**src/rtl/stack_cpu_ctrl_if.sv**
```systemverilog
// Bus bundle for stack_cpu_ctrl: run control, shared memory port,
// datapath strobes and status.
//   master : the controller (drives address/strobes/status)
//   slave  : the surrounding system (drives en, mem_load, mem_rdata)
interface stack_cpu_ctrl_if #(
  parameter int SP_W = 4
);
  logic            en;
  logic            mem_load;
  logic [7:0]      mem_rdata;
  logic [7:0]      mem_addr;
  logic            mem_we;
  logic            mem_sel;
  logic [7:0]      operand;
  logic            stk_push;
  logic [1:0]      stk_src;
  logic            stk_pop;
  logic            alu_exec;
  logic            alu_sub;
  logic [SP_W-1:0] sp;
  logic [7:0]      pc;
  logic            halted;
  logic            fault;
  logic [1:0]      fault_code;

  modport master (
    input  en, mem_load, mem_rdata,
    output mem_addr, mem_we, mem_sel, operand, stk_push, stk_src, stk_pop,
           alu_exec, alu_sub, sp, pc, halted, fault, fault_code
  );

  modport slave (
    output en, mem_load, mem_rdata,
    input  mem_addr, mem_we, mem_sel, operand, stk_push, stk_src, stk_pop,
           alu_exec, alu_sub, sp, pc, halted, fault, fault_code
  );
endinterface

```
**src/rtl/stack_cpu_ctrl.sv**
```systemverilog
// Stack CPU controller: fetches 1/2-byte instructions over a shared
// synchronous-read memory port, tracks stack depth and drives one-cycle
// strobes to an external stack/ALU datapath.
// Ports:
//   clk   - rising-edge clock
//   rst_n - synchronous active-low reset
//   bus   - stack_cpu_ctrl_if.master (en, mem_load, mem_rdata in;
//           memory address/write, datapath strobes, pc/sp/status out)
module stack_cpu_ctrl #(
  parameter int DEPTH = 8,
  parameter int SP_W  = 4
) (
  input logic              clk,
  input logic              rst_n,
  stack_cpu_ctrl_if.master bus
);

  typedef enum logic [3:0] {
    IDLE, FETCH, DECODE, OPFETCH, OPLATCH, MREAD, EXEC, HALTED, FAULT
  } state_t;

  typedef enum logic [3:0] {
    OP_PUSHC = 4'h0, OP_PUSHM = 4'h1, OP_POP = 4'h2,
    OP_HALT  = 4'h3, OP_ADD   = 4'h6, OP_SUB = 4'h7
  } opcode_t;

  state_t          state;
  logic [7:0]      pc_q;
  logic [SP_W-1:0] sp_q;
  logic [3:0]      ir_op;        // IR[3:0] is don't-care, so only the opcode is kept
  logic [7:0]      operand_q;
  logic [7:0]      addr_q;
  logic            halted_q;
  logic            fault_q;
  logic [1:0]      fcode_q;
  logic            push_q, pop_q, alu_q, sub_q;
  logic [1:0]      src_q;

  logic [3:0]      x_op;
  logic            x_ok;
  logic            to_exec;
  logic            run;

  function automatic logic two_byte(input logic [3:0] op);
    return op == OP_PUSHC || op == OP_PUSHM || op == OP_POP;
  endfunction

  function automatic logic legal(input logic [3:0] op);
    return two_byte(op) || op == OP_HALT || op == OP_ADD || op == OP_SUB;
  endfunction

  function automatic logic guard_ok(input logic [3:0] op, input logic [SP_W-1:0] d);
    case (op)
      OP_PUSHC, OP_PUSHM: return d != SP_W'(DEPTH);
      OP_POP:             return d != '0;
      OP_ADD, OP_SUB:     return d >= SP_W'(2);
      default:            return 1'b1;
    endcase
  endfunction

  // Strobes are armed on the edge that enters EXEC so they are registered
  // during EXEC. In DECODE the opcode is still on mem_rdata, not yet in IR.
  // sp cannot change between arming and EXEC, so the guard result agrees.
  always_comb begin
    x_op    = (state == DECODE) ? bus.mem_rdata[7:4] : ir_op;
    x_ok    = guard_ok(x_op, sp_q);
    to_exec = (state == DECODE && legal(x_op) && !two_byte(x_op)) ||
              (state == OPLATCH && ir_op != OP_PUSHM) ||
              (state == MREAD);
  end

  always_ff @(posedge clk) begin
    if (!rst_n) begin
      state     <= IDLE;
      pc_q      <= '0;
      sp_q      <= '0;
      ir_op     <= '0;
      operand_q <= '0;
      addr_q    <= '0;
      halted_q  <= 1'b0;
      fault_q   <= 1'b0;
      fcode_q   <= '0;
      push_q    <= 1'b0;
      pop_q     <= 1'b0;
      alu_q     <= 1'b0;
      sub_q     <= 1'b0;
      src_q     <= '0;
    end else if (bus.mem_load) begin
      state    <= IDLE;
      pc_q     <= '0;
      sp_q     <= '0;
      addr_q   <= '0;
      halted_q <= 1'b0;
      fault_q  <= 1'b0;
      fcode_q  <= '0;
      push_q   <= 1'b0;
      pop_q    <= 1'b0;
      alu_q    <= 1'b0;
    end else if (bus.en) begin
      if (to_exec) begin
        push_q <= x_ok && (x_op == OP_PUSHC || x_op == OP_PUSHM);
        src_q  <= (x_op == OP_PUSHM) ? 2'b01 : 2'b00;
        pop_q  <= x_ok && (x_op == OP_POP);
        alu_q  <= x_ok && (x_op == OP_ADD || x_op == OP_SUB);
        sub_q  <= (x_op == OP_SUB);
      end else begin
        push_q <= 1'b0;
        pop_q  <= 1'b0;
        alu_q  <= 1'b0;
      end

      case (state)
        IDLE: begin
          state  <= FETCH;
          addr_q <= pc_q;
        end
        FETCH: begin
          pc_q  <= pc_q + 8'd1;
          state <= DECODE;
        end
        DECODE: begin
          ir_op <= x_op;
          if (!legal(x_op)) begin
            state   <= FAULT;
            fault_q <= 1'b1;
            fcode_q <= 2'b11;
          end else if (two_byte(x_op)) begin
            state  <= OPFETCH;
            addr_q <= pc_q;
          end else begin
            state <= EXEC;
          end
        end
        OPFETCH: begin
          pc_q  <= pc_q + 8'd1;
          state <= OPLATCH;
        end
        OPLATCH: begin
          // Operand doubles as the MREAD address (PUSHM) or write address (POP).
          operand_q <= bus.mem_rdata;
          addr_q    <= bus.mem_rdata;
          state     <= (ir_op == OP_PUSHM) ? MREAD : EXEC;
        end
        MREAD: state <= EXEC;
        EXEC: begin
          if (!guard_ok(ir_op, sp_q)) begin
            state   <= FAULT;
            fault_q <= 1'b1;
            fcode_q <= (ir_op == OP_PUSHC || ir_op == OP_PUSHM) ? 2'b01 : 2'b10;
          end else begin
            state  <= FETCH;
            addr_q <= pc_q;
            case (ir_op)
              OP_PUSHC, OP_PUSHM:     sp_q <= sp_q + SP_W'(1);
              OP_POP, OP_ADD, OP_SUB: sp_q <= sp_q - SP_W'(1);
              default: begin
                state    <= HALTED;
                halted_q <= 1'b1;
              end
            endcase
          end
        end
        HALTED, FAULT: state <= state;
        default:       state <= IDLE;
      endcase
    end
  end

  // Gating with en/mem_load keeps a held EXEC silent while frozen and
  // suppresses the strobe of an instruction that mem_load is aborting.
  assign run            = bus.en & ~bus.mem_load;
  assign bus.stk_push   = push_q & run;
  assign bus.stk_pop    = pop_q & run;
  assign bus.mem_we     = pop_q & run;
  assign bus.alu_exec   = alu_q & run;
  assign bus.stk_src    = src_q;
  assign bus.alu_sub    = sub_q;
  assign bus.mem_sel    = ~bus.mem_load;
  assign bus.mem_addr   = addr_q;
  assign bus.operand    = operand_q;
  assign bus.sp         = sp_q;
  assign bus.pc         = pc_q;
  assign bus.halted     = halted_q;
  assign bus.fault      = fault_q;
  assign bus.fault_code = fcode_q;

endmodule

```
**src/flat_wrapper.sv**
```systemverilog
// flat-port wrapper written by rule: the top's interface ports become plain ports
module stack_cpu_ctrl_flat 
#(
  parameter int DEPTH = 8,
  parameter int SP_W  = 4
)
  (clk, rst_n, bus_en, bus_mem_load, bus_mem_rdata, bus_mem_addr, bus_mem_we, bus_mem_sel, bus_operand, bus_stk_push, bus_stk_src, bus_stk_pop, bus_alu_exec, bus_alu_sub, bus_sp, bus_pc, bus_halted, bus_fault, bus_fault_code);
  stack_cpu_ctrl_if #(.SP_W(SP_W)) bus_i ();
  input logic clk;
  input logic rst_n;
  input wire logic [$bits(bus_i.en)-1:0] bus_en;
  input wire logic [$bits(bus_i.mem_load)-1:0] bus_mem_load;
  input wire logic [$bits(bus_i.mem_rdata)-1:0] bus_mem_rdata;
  output wire logic [$bits(bus_i.mem_addr)-1:0] bus_mem_addr;
  output wire logic [$bits(bus_i.mem_we)-1:0] bus_mem_we;
  output wire logic [$bits(bus_i.mem_sel)-1:0] bus_mem_sel;
  output wire logic [$bits(bus_i.operand)-1:0] bus_operand;
  output wire logic [$bits(bus_i.stk_push)-1:0] bus_stk_push;
  output wire logic [$bits(bus_i.stk_src)-1:0] bus_stk_src;
  output wire logic [$bits(bus_i.stk_pop)-1:0] bus_stk_pop;
  output wire logic [$bits(bus_i.alu_exec)-1:0] bus_alu_exec;
  output wire logic [$bits(bus_i.alu_sub)-1:0] bus_alu_sub;
  output wire logic [$bits(bus_i.sp)-1:0] bus_sp;
  output wire logic [$bits(bus_i.pc)-1:0] bus_pc;
  output wire logic [$bits(bus_i.halted)-1:0] bus_halted;
  output wire logic [$bits(bus_i.fault)-1:0] bus_fault;
  output wire logic [$bits(bus_i.fault_code)-1:0] bus_fault_code;
  assign bus_i.en = bus_en;
  assign bus_i.mem_load = bus_mem_load;
  assign bus_i.mem_rdata = bus_mem_rdata;
  assign bus_mem_addr = bus_i.mem_addr;
  assign bus_mem_we = bus_i.mem_we;
  assign bus_mem_sel = bus_i.mem_sel;
  assign bus_operand = bus_i.operand;
  assign bus_stk_push = bus_i.stk_push;
  assign bus_stk_src = bus_i.stk_src;
  assign bus_stk_pop = bus_i.stk_pop;
  assign bus_alu_exec = bus_i.alu_exec;
  assign bus_alu_sub = bus_i.alu_sub;
  assign bus_sp = bus_i.sp;
  assign bus_pc = bus_i.pc;
  assign bus_halted = bus_i.halted;
  assign bus_fault = bus_i.fault;
  assign bus_fault_code = bus_i.fault_code;
  stack_cpu_ctrl #(.DEPTH(DEPTH), .SP_W(SP_W)) u_core (.clk(clk), .rst_n(rst_n), .bus(bus_i));
endmodule
```
**config.mk**
```make
export PLATFORM = sky130hd
export DESIGN_NAME = stack_cpu_ctrl_flat
export DESIGN_NICKNAME = d
export VERILOG_FILES = /design/src/rtl/stack_cpu_ctrl_if.sv /design/src/rtl/stack_cpu_ctrl.sv /design/src/flat_wrapper.sv
export SDC_FILE = /design/constraint.sdc
export NUM_CORES = 1
export LEC_CHECK = 0
export BUFFER_PORTS_ARGS = -buffer_cell sky130_fd_sc_hd__buf_2
export CORE_AREA = 3 3 68 70
export DETAILED_ROUTE_END_ITERATION = 8
export DIE_AREA = 0 0 71 73
export PLACE_DENSITY = 0.83
export SYNTH_ARGS = -nofsm -noshare
export SYNTH_HDL_FRONTEND = slang
export SYNTH_SLANG_ARGS = --single-unit
```
**constraint.sdc**
```tcl
create_clock -name clk -period 6.3 [get_ports clk]
set_input_delay 0.63 -clock clk [delete_from_list [all_inputs] [get_ports clk]]
set_output_delay 0.63 -clock clk [all_outputs]
set_load 0.01 [all_outputs]
```
# Yosys cells after proc, flatten, opt, wreduce, memory -nomap -nowiden
# Index checks and enable logic that the tools add are counted.
[classes]
n_addsub = 3
magnitude_cmp = 1
eq_ne = 24
muxes = 29
bitwise_logic = 8
reduce_logical = 41
[op_table]
columns = ["op", "n"]
rows = [
  ["4-bit by 3-bit == test with 1-bit output, second input constant", 8],
  ["4-bit one-hot mux with 8 select lines", 1],
  ["8-bit one-hot mux with 4 select lines", 1],
  ["8-bit 2-to-1 mux", 3],
  ["4-bit by 2-bit == test with 1-bit output, second input constant", 5],
  ["2-bit OR reduction", 7],
  ["4-bit by 1-bit == test with 1-bit output, second input constant", 3],
  ["4-bit zero test", 3],
  ["4-bit 2-to-1 mux", 3],
  ["4-bit AND reduction", 3],
  ["1-bit 2-to-1 mux", 10],
  ["1-bit logical OR", 9],
  ["3-bit AND reduction", 3],
  ["8-bit by 1-bit adder with 8-bit output, second input constant", 1],
  ["2-bit 2-to-1 mux", 4],
  ["2-bit != test, second input constant", 4],
  ["4-bit one-hot mux with 2 select lines", 1],
  ["4-bit nonzero test", 2],
  ["1-bit logical AND", 6],
  ["3-bit 2-to-1 mux", 2],
  ["1-bit one-hot mux with 3 select lines", 2],
  ["5-bit AND reduction", 1],
  ["5-bit OR reduction", 1],
  ["4-bit by 1-bit adder with 4-bit output, second input constant", 1],
  ["other kinds (14)", 22],
]
[totals]
reg_bits = 46
inputBits = 12

# Longest topological paths before layout
# Gate-level depths: netlist of the first run.
[logic_depth]
depth_word = 13
mapped_depth = 8

# Least setup slack after synthesis of the first run
# OpenSTA, ideal clock, no wires.
[synth_timing]
kind = "input-to-reg"
from = "input bus_mem_rdata[6]"
to = "register u_core.fcode_q[1], in the netlist u_core.bus.fault_code[1]"
t_arrival_ns = 2.121
required_time_ns = 6.181
path_slack_ns = 4.061
stages = 6
path_cell_list = "clkbuf_1 -> nor2b_1 -> nor3b_2 -> or3_2 -> or4_4 -> o221a_1"
[synth_between]
elab_chain_cells = 9
word_cells_on_any_way = 14
classes_between = "eq/ne: 6; mux: 1; reduce/logical: 7"
[synth_lines]
columns = ["element", "line", "rtl"]
rows = [
  ["from (decl)", "flat_wrapper.sv:13", "input wire logic [$bits(bus_i.mem_rdata)-1:0] bus_mem_rdata;"],
  ["4-bit 2-to-1 mux (*)", "stack_cpu_ctrl.sv:65", "x_op = (state == DECODE) ? bus.mem_rdata[7:4] : ir_op;"],
  ["4-bit by 1-bit == test with 1-bit output / 4-bit zero test (equally long branches)", "stack_cpu_ctrl.sv:45", "return op == OP_PUSHC || op == OP_PUSHM || op == OP_POP;"],
  ["1-bit logical OR (2 in a row)", "stack_cpu_ctrl.sv:45", ""],
  ["1-bit logical OR (2 in a row)", "stack_cpu_ctrl.sv:49", "return two_byte(op) || op == OP_HALT || op == OP_ADD || op == OP_SUB;"],
  ["1-bit logical OR (*)", "stack_cpu_ctrl.sv:49", ""],
  ["2-bit != test (no source line) (*)", "--", ""],
  ["4-bit AND reduction (no source line) (*)", "--", ""],
  ["to (signal assigned)", "stack_cpu_ctrl.sv:149", "fcode_q <= (ir_op == OP_PUSHC || ir_op == OP_PUSHM) ? 2'b01 : 2'b10;"],
  ["to (decl)", "stack_cpu_ctrl.sv:35", "logic [1:0] fcode_q;"],
]
# Every way passes the cells marked *; elsewhere a longest branch is shown, timed or not.
# A chain may end at the register's enable or synchronous reset.

# Final worst setup path of the first run
[layout_timing]
from = "register u_core.state[1]"
to = "register u_core.fcode_q[1], in the netlist u_core.bus.fault_code[1]"
[layout_between]
elab_chain_cells = 10
word_cells_on_any_way = 19
classes_between = "eq/ne: 9; mux: 2; reduce/logical: 8"
[layout_lines]
columns = ["element", "line", "rtl"]
rows = [
  ["from (decl)", "stack_cpu_ctrl.sv:27", "state_t state;"],
  ["from (signal assigned)", "stack_cpu_ctrl.sv:142", "state <= (ir_op == OP_PUSHM) ? MREAD : EXEC;"],
  ["from (signal assigned)", "stack_cpu_ctrl.sv:163", "HALTED, FAULT: state <= state;"],
  ["4-bit by 2-bit == test with 1-bit output", "stack_cpu_ctrl.sv:65, stack_cpu_ctrl.sv:112", ""],
  ["4-bit 2-to-1 mux", "stack_cpu_ctrl.sv:65", ""],
  ["4-bit by 1-bit == test with 1-bit output / 4-bit zero test (equally long branches)", "stack_cpu_ctrl.sv:45", ""],
  ["1-bit logical OR (2 in a row)", "stack_cpu_ctrl.sv:45", ""],
  ["1-bit logical OR (3 in a row)", "stack_cpu_ctrl.sv:49", ""],
  ["2-bit != test (no source line)", "--", ""],
  ["4-bit AND reduction (no source line)", "--", ""],
]
# Parallel ways exist; a longest one is shown, timed or not.

==> results.md, run 1 <==
- Cell types occupying the most area after synthesis: sky130_fd_sc_hd__dfxtp_1 (38%), sky130_fd_sc_hd__mux2i_1 (5.1%), sky130_fd_sc_hd__a21boi_0 (4.7%)
- Via density per instance: 5.92
- Buffers added on ports: 50
- Slowest cell on crit path: sky130_fd_sc_hd__nor4b_2
- Flop pwr share: 49.6%
- Fraction of power spent switching nets: 21.7%
- Run status: complete, no violations
- Effective utilization at floorplan: 58.9%
- Largest stage delay on the critical path: 980 ps
- Cells along the critical path: nor4b_2, nor3b_2, or3_2, a21oi_1, o221a_1
- Int Power: 457 uW
- Top Layer Used: met4
- Routed wl met2: 2.49 mm
- Dominant cell type by area after synthesis: sky130_fd_sc_hd__dfxtp_1
- Final Setup Violations: 0
- Relative area change from synthesis to final layout: 15.8%
- Ratio of cells with drive above 1 in the final layout: 25.2%
- CTS root buf: sky130_fd_sc_hd__clkbuf_8
- Routed wire length: 5.44 mm
- Combinational fraction of design power: 6.0%
- Met1 WL: 2.45 mm
- Data required time of the worst path: 6500 ps
- Transition time at the pin with the least slew margin: 1130 ps
- DP Wirelength: 3.84 mm
- Count of flip-flops with a built-in enable after synthesis: 0
- End of the worst register-to-register path: u_core.bus.fault_code[1]
- Combined area of the multi-input logic cells: 1370 sq um
- N_diodes: 0
- Final period demand of the worst path: 2530 ps
- Design Area, Final: 2750 sq um
- Cells resized by post-CTS repair: 0
- Sequential area share after synthesis: 38.0%
- Tightest slew margin relative to the limit: 24.3%
- Floorplan Core Area: 4030 sq um
- Maximum number of pins on one net before global-route repair: 26
- Max-slew violation count: 0
- First-pass iteration count of the detailed router: 4
- Data arrival time of the worst path: 2730 ps
- Endpoint kind of the worst setup timing path: register
- Largest vdd supply drop: 0.148 mV
- Minimum setup slack among reg-to-reg paths: 3770 ps
- DRC marker count from the first detailed-route iteration: 178
- Share of async-settable or async-resettable flops after synthesis: 0%
- Ports placed on the boundary: 52
- Synthesized cell area: 2370 sq um
- Final weighted congestion in routability-driven placement: 0.901
- RR Startpoint: u_core.state[1]
- Final hold violations: 0
- Synth unique cells: 63
- First-pass GRT wire length: 9.08 mm
- Logic depth of the worst register-to-register path: 5
- Hold-fix buffers, CTS: 0
- Switching power total: 127 uW
- Area fraction of the dominant cell type after synthesis: 38.0%
- Final-stage net count: 320
- Site Rows: 23
- Flip-flop and latch area: 901 sq um
- Summed negative setup slack over all endpoints: 0 ps
- Final setup skew: 4.03 ps
- Routed length on met3: 355 um
- Aggregate global routing overflow: 0
- Buffers inserted by post-CTS timing repair: 0
- TritonCTS clock tree: yes
- Post-DRT Antenna Nets: 0
- Top post-synthesis cells by count: sky130_fd_sc_hd__dfxtp_1 (45), sky130_fd_sc_hd__nor2_1 (29), sky130_fd_sc_hd__nand2_1 (20)
- Worst Hold Class: reg2reg
- CP Launch Point: u_core.state[1]
- Post-synthesis net count: 277
- Post-Synthesis Mean Instance Area: 9.09 sq um
- FILL cells: 349
- Clock transition time at the flip-flop clock pins of the worst setup and hold paths: 90 ps
- Cell Area, Placed: 2610 sq um
- Most used DFF post-synth: sky130_fd_sc_hd__dfxtp_1
- FMAX: 395 MHz
- Chip Height: 73 um
- Dominant cell by count in the synthesized netlist: sky130_fd_sc_hd__dfxtp_1
- Total Die Area: 5180 sq um
- Width of the die: 71 um
- Avg WL per Cell: 15.3 um
- Insertion delay of the later-clocked pin in the worst-skew pair: 300 ps
- Inserted Clock Buffers: 5
- Largest fanout on the critical path: 15
- Final cycle utilization of the critical path: 40.2%
- Number of antenna violations at the first check in global routing: 0
- Clock power frac: 44.4%
- Number of clock sinks: 45
- H-tree levels: 2
- Via count of the first global-routing pass: 1957
- Longest Clk Path Bufs: 2
- Cell count after synthesis: 261
- Type of the worst setup path: reg2reg
- Tot GR Track Use: 21.9%
- Worst setup path endpoint: u_core.bus.fault_code[1]
- Max-capacitance violation count: 0
- Via count: 2101
- Unrepaired setup endpoints after global routing: no
- Number of DRC violations after detailed routing: 0
- Number of warnings issued by yosys: 0
- Number of flip-flops and latches in the synthesized netlist: 45
- Category of the worst setup path launch point: register
- Static Leak: 0.00115 uW
- Pwr/cell area: 213 nW/um^2
-- metal layers --
layer | vias to the layer above | GRT usage (%)
met3 | 16 | 5.10
li1 | 1031 | -
met4 | 0 | 9.19
met5 | - | 0
met2 | 73 | 35.8
met1 | 981 | 27.8
-- worst max-delay path, delay by kind of cell, from the launching register on --
family | cells | cell delay (ps)
simple gates | 3 | 1500
flops | 1 | 580
compound gates | 2 | 340
-- registers in the layout, indices dropped and copies added (netlist names) --
signal / flops
u_core.bus.fault_code: 2
u_core.push_q: 1
u_core.alu_q: 1
u_core.bus.fault: 1
u_core.bus.stk_src: 1
u_core.ir_op: 4
u_core.bus.sp: 4
u_core.bus.operand: 8
u_core.state: 4
u_core.bus.alu_sub: 1
u_core.bus.mem_addr: 8
u_core.pop_q: 1
u_core.bus.pc: 8
u_core.bus.halted: 1
-- cell families (layout without fill, tap and decap cells) --
kind of cell,after synthesis,after routing,share of synthesized area [%]
AO/OA/AOI/OAI,59,59,19.4
adder cells (fa/ha/maj),4,4,2.43
multiplexers,12,12,5.06
AND/OR/NAND/NOR,111,111,27.1
flip-flops,45,45,38.0
XOR/XNOR,10,10,3.69
buffers and inverters,19,63,4.17
other,1,1,0.158
-- worst min path at each step --
stage	slack, ps	startpoint	end	depth (start not counted)
2_1_floorplan	430	u_core.push_q	u_core.push_q	1
3_3_place_gp	440	u_core.bus.halted	u_core.bus.halted	2
3_5_place_dp	450	u_core.bus.halted	u_core.bus.halted	2
4_1_cts	470	u_core.bus.operand[7]	u_core.bus.operand[7]	2
5_1_grt	500	u_core.alu_q	u_core.alu_q	1
6_report	460	u_core.bus.operand[7]	u_core.bus.operand[7]	2
-- power by group through the flow --
stage	clock network, uW	registers [uW]	logic [uW]
after floorplan	0	296	22.0
after global placement	0	296	34.6
after detailed placement	0	296	34.9
after CTS	263	290	35.1
after global routing	276	290	39.1
final	259	290	35.0
-- placed cells by master, fill, tap and decap left out, drive strengths merged, types with 2 or more instances in the layout --
master and n:
buf 52, dfxtp 45, nor2 29, nand2 20, nand3 18, a21boi 15
mux2i 12, a211oi 8, xor2 8, nor2b 6, a21oi 6, o21ai 6
or3 6, and3 5, clkbuf 5, nor3 5, o21a 4, inv 3
ha 3, nor3b 3, nand2b 3, nand3b 2, nor4b 2, a211o 2
o31ai 2, and4b 2, a32o 2, o221a 2, nand4 2, xnor2 2
a221oi 2, bufinv 2, or4b 2
-- stage by stage --
step / setup slack (ps) / hold slack (ps) / power, uW / util (%) / cells
floorplan: 4060 / 434 / 318 / - / 261
global placement: 3750 / 444 / 331 / 64.8 / 347
detailed placement: 3670 / 452 / 331 / 64.8 / 347
CTS: 3790 / 470 / 588 / 68.2 / 355
global route: 3540 / 497 / 606 / 68.2 / 355
finish: 3770 / 463 / 584 / 68.2 / 355
-- cell type report --
class | instances | area share (%)
Multi-Input combinational cell | 197 | 50.0
Sequential cell | 45 | 32.8
Timing Repair Buffer | 52 | 9.66
Clock buffer | 5 | 2.51
Clock inverter | 3 | 2.37
Tap cell | 50 | 2.28
Inverter | 3 | 0.410
(Power assumes the default switching activity.)
==> inputs of run 2 (changes only) <==
--- a/config.mk
+++ b/config.mk
@@ -6,10 +6,10 @@
 export NUM_CORES = 1
 export LEC_CHECK = 0
 export BUFFER_PORTS_ARGS = -buffer_cell sky130_fd_sc_hd__buf_2
-export CORE_AREA = 3 3 68 70
+export CORE_AREA = 3 3 74 76
 export DETAILED_ROUTE_END_ITERATION = 8
-export DIE_AREA = 0 0 71 73
-export PLACE_DENSITY = 0.83
+export DIE_AREA = 0 0 77 79
+export PLACE_DENSITY = 0.74
 export SYNTH_ARGS = -nofsm -noshare
 export SYNTH_HDL_FRONTEND = slang
 export SYNTH_SLANG_ARGS = --single-unit
==> constraint.sdc (replaced) <==
create_clock -name clk -period 2.24 [get_ports clk]
set_input_delay 0.224 -clock clk [delete_from_list [all_inputs] [get_ports clk]]
set_output_delay 0.224 -clock clk [all_outputs]
set_load 0.01 [all_outputs]
==> results.md, run 2 (synthesized netlist as in run 1, its figures left out) <==
- Run status: complete, no violations (unchanged)
- Cells along the critical path: nor2b_1, nor3b_1, ha_1, a21o_2, a21oi_1, xor2_1, or3_1, a21oi_1 (was nor4b_2, nor3b_2, or3_2, a21oi_1, o221a_1)
- Post-DRT Antenna Nets: 0 (unchanged)
- Switching power total: 375 uW (was 127 uW)
- Data arrival time of the worst path: 2330 ps (was 2730 ps)
- Max-capacitance violation count: 0 (unchanged)
- Static Leak: 0.00119 uW (was 0.00115 uW)
- Ports placed on the boundary: 52 (unchanged)
- Maximum number of pins on one net before global-route repair: 26 (unchanged)
- Type of the worst setup path: reg2reg (unchanged)
- Final period demand of the worst path: 2090 ps (was 2530 ps)
- FMAX: 478 MHz (was 395 MHz)
- Routed wire length: 5.74 mm (was 5.44 mm)
- Tightest slew margin relative to the limit: 57.8% (was 24.3%)
- Int Power: 1190 uW (was 457 uW)
- Pwr/cell area: 553 nW/um^2 (was 213 nW/um^2)
- First-pass GRT wire length: 9.87 mm (was 9.08 mm)
- DRC marker count from the first detailed-route iteration: 129 (was 178)
- Unrepaired setup endpoints after global routing: no (unchanged)
- Avg WL per Cell: 15.0 um (was 15.3 um)
- Largest fanout on the critical path: 6 (was 15)
- First-pass iteration count of the detailed router: 4 (unchanged)
- Largest stage delay on the critical path: 360 ps (was 980 ps)
- H-tree levels: 2 (unchanged)
- Core Util, Final: 59.1% (was 68.2%)
- Tot GR Track Use: 20.0% (was 21.9%)
- Data required time of the worst path: 2480 ps (was 6500 ps)
- Combinational fraction of design power: 7.1% (was 6.0%)
- Via density per instance: 5.57 (was 5.92)
- Highest-count cells in the layout ignoring fill and taps: sky130_fd_sc_hd__buf_2 (50), sky130_fd_sc_hd__dfxtp_1 (44), sky130_fd_sc_hd__nor2_1 (29) (was sky130_fd_sc_hd__buf_2 (50), sky130_fd_sc_hd__dfxtp_1 (45), sky130_fd_sc_hd__nor2_1 (29))
- Largest vdd supply drop: 0.337 mV (was 0.148 mV)
- FILL cells: 439 (was 349)
- Final setup skew: 7.48 ps (was 4.03 ps)
- Chip Height: 79 um (was 73 um)
- Via count: 2126 (was 2101)
- Relative area change from synthesis to final layout: 19.3% (was 15.8%)
- Total Die Area: 6080 sq um (was 5180 sq um)
- Inserted Clock Buffers: 5 (unchanged)
- Final weighted congestion in routability-driven placement: 0.851 (was 0.901)
- Category of the worst setup path launch point: register (unchanged)
- Final cycle utilization of the critical path: 93.4% (was 40.2%)
- Final-stage net count: 330 (was 320)
- Clock transition time at the flip-flop clock pins of the worst setup and hold paths: 90 ps (about the same)
- Buffers added on ports: 50 (unchanged)
- Clock power frac: 41.0% (was 44.4%)
- Flop pwr share: 51.9% (was 49.6%)
- Slowest cell on crit path: sky130_fd_sc_hd__dfxtp_1 (was sky130_fd_sc_hd__nor4b_2)
- CTS root buf: sky130_fd_sc_hd__clkbuf_8 (unchanged)
- Max-slew violation count: 0 (unchanged)
- Longest Clk Path Bufs: 2 (unchanged)
- Effective utilization at floorplan: 49.6% (was 58.9%)
- Ratio of cells with drive above 1 in the final layout: 27.9% (was 25.2%)
- DP Wirelength: 4.27 mm (was 3.84 mm)
- N_diodes: 0 (unchanged)
- Fraction of power spent switching nets: 24.0% (was 21.7%)
- Worst Hold Class: in2reg (was reg2reg)
- Insertion delay of the later-clocked pin in the worst-skew pair: 300 ps (about the same)
- Endpoint kind of the worst setup timing path: register (unchanged)
- TritonCTS clock tree: yes (unchanged)
- Site Rows: 25 (was 23)
- Summed negative setup slack over all endpoints: 0 ps (unchanged)
- Transition time at the pin with the least slew margin: 628 ps (was 1130 ps)
- Number of clock sinks: 45 (unchanged)
- Aggregate global routing overflow: 0 (unchanged)
- Floorplan Core Area: 4790 sq um (was 4030 sq um)
- Most common library cell in the layout ignoring fill and taps: sky130_fd_sc_hd__buf_2 (unchanged)
- Number of DRC violations after detailed routing: 0 (unchanged)
- Width of the die: 77 um (was 71 um)
- Via count of the first global-routing pass: 2077 (was 1957)
- Final hold violations: 0 (unchanged)
- Number of antenna violations at the first check in global routing: 0 (unchanged)
- Most used cell, CP: sky130_fd_sc_hd__a21oi_1
- Final Setup Violations: 0 (unchanged)
==> run 2: cell type report <==
| type | instances | area [sq um] | share of cell area, % |
|---|---|---|---|
| multi-input combinational | 197 | 1370 | 48.5 |
| tap | 67 | 83.8 | 2.96 |
| sequential | 45 | 902 | 31.9 |
| clock inverter | 3 | 50.0 | 1.77 |
| clock buffer | 5 | 68.8 | 2.43 |
| timing repair buffer | 62 | 340 | 12.0 |
| inverter | 3 | 11.3 | 0.398 |
==> run 2: per-stage QoR <==
stage | worst slack, ps | hold slack, ps | area [sq um] | cells | total power (uW)
floorplan | 76.8 | 378 | 2370 | 261 | 895
global placement | 219 | 447 | 2710 | 374 | 939
detailed placement | 127 | 453 | 2710 | 374 | 940
CTS | 59.0 | 189 | 2830 | 382 | 1580
global route | 40.1 | 204 | 2830 | 382 | 1620
finish | 148 | 192 | 2830 | 382 | 1560
==> run 2: repair_timing <==
action                     4_1_cts  5_1_grt
hold buffers                     0        0
resized for setup                0        1
setup endpoints to repair        0        1
setup buffers                    0        0
==> run 2: final timing paths <==
path,depth (start not counted),to,startpoint,slack [ps]
worst max-delay path,8,u_core.bus.sp[3],u_core.ir_op[0],150
worst min register to register,2,u_core.bus.operand[2],u_core.bus.operand[2],470
worst max register to register,8,u_core.bus.sp[3],u_core.ir_op[0],150
worst min-delay path,3,u_core.bus.operand[3],bus_mem_rdata[3],190
==> run 2: power by group through the flow <==
stage / Sequential, uW / Combinational, uW / Clock, uW
after floorplan: 833 / 62.0 / 0
after global placement: 830 / 109 / 0
after detailed placement: 830 / 110 / 0
after CTS: 812 / 110 / 658
after global routing: 813 / 122 / 687
final: 812 / 111 / 642
==> run 2: layer usage <==
layer / part of all wire [%] / GRT usage, % / vias to the layer above
li1: - / - / 1058
met2: 47 / 34.0 / 60
met4: 1.7 / 7.47 / 0
met1: 45 / 24.6 / 999
met3: 5.9 / 4.76 / 9
met5: 0 / 0 / -
==> run 2: worst max-delay path: cells and delay by family, from the launching register on <==
kind                     cells  cell delay (ps)
flip-flops                   1              360
AO/OA/AOI/OAI                3              510
AND/OR/NAND/NOR              3              760
XOR/XNOR                     1               90
adder cells (fa/ha/maj)      1              300
==> inputs of run 3 (changes only) <==
--- a/config.mk
+++ b/config.mk
@@ -10,6 +10,7 @@
 export DETAILED_ROUTE_END_ITERATION = 8
 export DIE_AREA = 0 0 77 79
 export PLACE_DENSITY = 0.74
+export RECOVER_POWER = 25
 export SYNTH_ARGS = -nofsm -noshare
 export SYNTH_HDL_FRONTEND = slang
 export SYNTH_SLANG_ARGS = --single-unit
==> results.md, run 3 (synthesized netlist as in run 1, its figures left out) <==
- Run status: complete, no violations (unchanged)
- CTS root buf: sky130_fd_sc_hd__clkbuf_8 (unchanged)
- Final-stage net count: 330 (unchanged)
- Max-capacitance violation count: 0 (unchanged)
- Endpoint kind of the worst setup timing path: register (unchanged)
- Longest Clk Path Bufs: 2 (unchanged)
- FMAX: 478 MHz (about the same)
- Number of antenna violations at the first check in global routing: 0 (unchanged)
- Clock transition time at the flip-flop clock pins of the worst setup and hold paths: 90 ps (about the same)
- Aggregate global routing overflow: 0 (unchanged)
- Cells along the critical path: nor2b_1, nor3b_1, ha_1, a21o_2, a21oi_1, xor2_1, or3_1, a21oi_1 (unchanged)
- Final setup skew: 7.29 ps (was 7.48 ps)
- Unrepaired setup endpoints after global routing: no (unchanged)
- First-pass iteration count of the detailed router: 4 (unchanged)
- Width of the die: 77 um (unchanged)
- Final period demand of the worst path: 2090 ps (about the same)
- Avg WL per Cell: 15.0 um (about the same)
- Floorplan Core Area: 4790 sq um (unchanged)
- Insertion delay of the later-clocked pin in the worst-skew pair: 310 ps (was 300 ps)
- Count of buffering cells on the critical path with inverters included: 0 (unchanged)
- Worst Hold Class: in2reg (unchanged)
- Tightest slew margin relative to the limit: 58.0% (was 57.8%)
- Tot GR Track Use: 20.0% (unchanged)
- Buffers added on ports: 50 (unchanged)
- Largest stage delay on the critical path: 360 ps (about the same)
- Effective utilization at floorplan: 49.6% (unchanged)
- Design Area, Final: 2800 sq um (was 2830 sq um)
- Ports placed on the boundary: 52 (unchanged)
- Transition time at the pin with the least slew margin: 625 ps (was 628 ps)
- Highest-count cells in the layout ignoring fill and taps: sky130_fd_sc_hd__dfxtp_1 (44), sky130_fd_sc_hd__nor2_1 (29), sky130_fd_sc_hd__buf_2 (29) (was sky130_fd_sc_hd__buf_2 (50), sky130_fd_sc_hd__dfxtp_1 (44), sky130_fd_sc_hd__nor2_1 (29))
- Maximum number of pins on one net before global-route repair: 26 (unchanged)
- H-tree levels: 2 (unchanged)
- Chip Height: 79 um (unchanged)
- DRC marker count from the first detailed-route iteration: 122 (was 129)
- Final weighted congestion in routability-driven placement: 0.851 (unchanged)
- Total Die Area: 6080 sq um (unchanged)
- Family with the most delay on the worst path: simple AND/OR/NAND/NOR gates (unchanged)
- Pwr/cell area: 558 nW/um^2 (was 553 nW/um^2)
- Static Leak: 0.00110 uW (was 0.00119 uW)
- Post-DRT Antenna Nets: 0 (unchanged)
- Type of the worst setup path: reg2reg (unchanged)
- Largest fanout on the critical path: 6 (unchanged)
- Largest vdd supply drop: 0.337 mV (about the same)
- FILL cells: 444 (was 439)
- Summed negative setup slack over all endpoints: 0 ps (unchanged)
- N_diodes: 0 (unchanged)
- Most used cell, CP: sky130_fd_sc_hd__a21oi_1 (unchanged)
- Number of DRC violations after detailed routing: 0 (unchanged)
- Cell Area, Placed: 2710 sq um (unchanged)
- Number of clock sinks: 45 (unchanged)
- DP Wirelength: 4.27 mm (unchanged)
- Via count: 2129 (was 2126)
- Final Setup Violations: 0 (unchanged)
- Relative area change from synthesis to final layout: 18.1% (was 19.3%)
- Max-slew violation count: 0 (unchanged)
- Category of the worst setup path launch point: register (unchanged)
- Site Rows: 25 (unchanged)
- Data arrival time of the worst path: 2330 ps (about the same)
- Data required time of the worst path: 2480 ps (about the same)
- Ratio of cells with drive above 1 in the final layout: 21.3% (was 27.9%)
- Final hold violations: 0 (unchanged)
- Most common library cell in the layout ignoring fill and taps: sky130_fd_sc_hd__dfxtp_1 (was sky130_fd_sc_hd__buf_2)
- Inserted Clock Buffers: 5 (unchanged)
- Routed wire length: 5.72 mm (was 5.74 mm)
- First-pass GRT wire length: 9.87 mm (unchanged)
- TritonCTS clock tree: yes (unchanged)
- Buffers inserted by post-CTS timing repair: 0 (unchanged)
- Final cycle utilization of the critical path: 93.4% (about the same)
- Via density per instance: 5.57 (about the same)
- Via count of the first global-routing pass: 2077 (unchanged)
- Slowest cell on crit path: sky130_fd_sc_hd__dfxtp_1 (unchanged)
## run 3: cell types whose count changed in the layout (fill, tap and decap cells not counted)
| cell | previous run | this run |
|---|---|---|
| sky130_fd_sc_hd__clkbuf_1 | 0 | 21 |
| sky130_fd_sc_hd__buf_2 | 50 | 29 |
## run 3: area by class of cell
type	instances	area, sq um	area share, %
tap	67	83.8	2.99
inverter	3	11.3	0.402
clock buffer	5	68.8	2.46
multi-input combinational	197	1370	49.0
sequential	45	902	32.2
timing repair buffer	62	314	11.2
clock inverter	3	50.0	1.79
## run 3: worst paths after layout
check,cells past startpoint,end,slack (ps),startpoint
max reg2reg,8,u_core.bus.sp[3],150,u_core.ir_op[0]
min,3,u_core.bus.operand[3],190,bus_mem_rdata[3]
min reg2reg,2,u_core.bus.operand[2],470,u_core.bus.operand[2]
max,8,u_core.bus.sp[3],150,u_core.ir_op[0]
## run 3: routing by layer
metal  global-route usage [%]  part of all wire, %  vias to the layer above
li1                         -                    -                     1055
met1                     24.6                   45                     1000
met2                     34.0                   48                       65
met3                     4.76                  5.8                        9
met4                     7.47                  1.7                        0
met5                        0                    0                        -
## run 3: timing repair
item                       in CTS  in global routing
hold buffers                    0                  0
setup endpoints to repair       0                  1
resized for setup               0                  1
## run 3: stage by stage
stage	util [%]	setup slack, ps	std cells	total power, uW	hold WS, ps
2_1_floorplan	-	76.8	261	895	378
3_3_place_gp	56.6	219	374	939	447
3_5_place_dp	56.6	127	374	940	453
4_1_cts	59.1	59.0	382	1580	189
5_1_grt	58.6	40.1	382	1620	204
6_report	58.6	148	382	1560	191
## run 3: worst min-delay path, stage by stage
cell and delay (ps):
sky130_fd_sc_hd__buf_2 110, sky130_fd_sc_hd__nand3_1 50, sky130_fd_sc_hd__a21boi_0 60
## run 3: report_power, final
group | switching (uW) | total (uW) | internal (uW) | leakage, uW
clock | 300 | 642 | 342 | 0.0000603
sequential | 5.42 | 812 | 806 | 0.000364
combinational | 69.6 | 109 | 39.5 | 0.000680
total | 375 | 1560 | 1190 | 0.00110
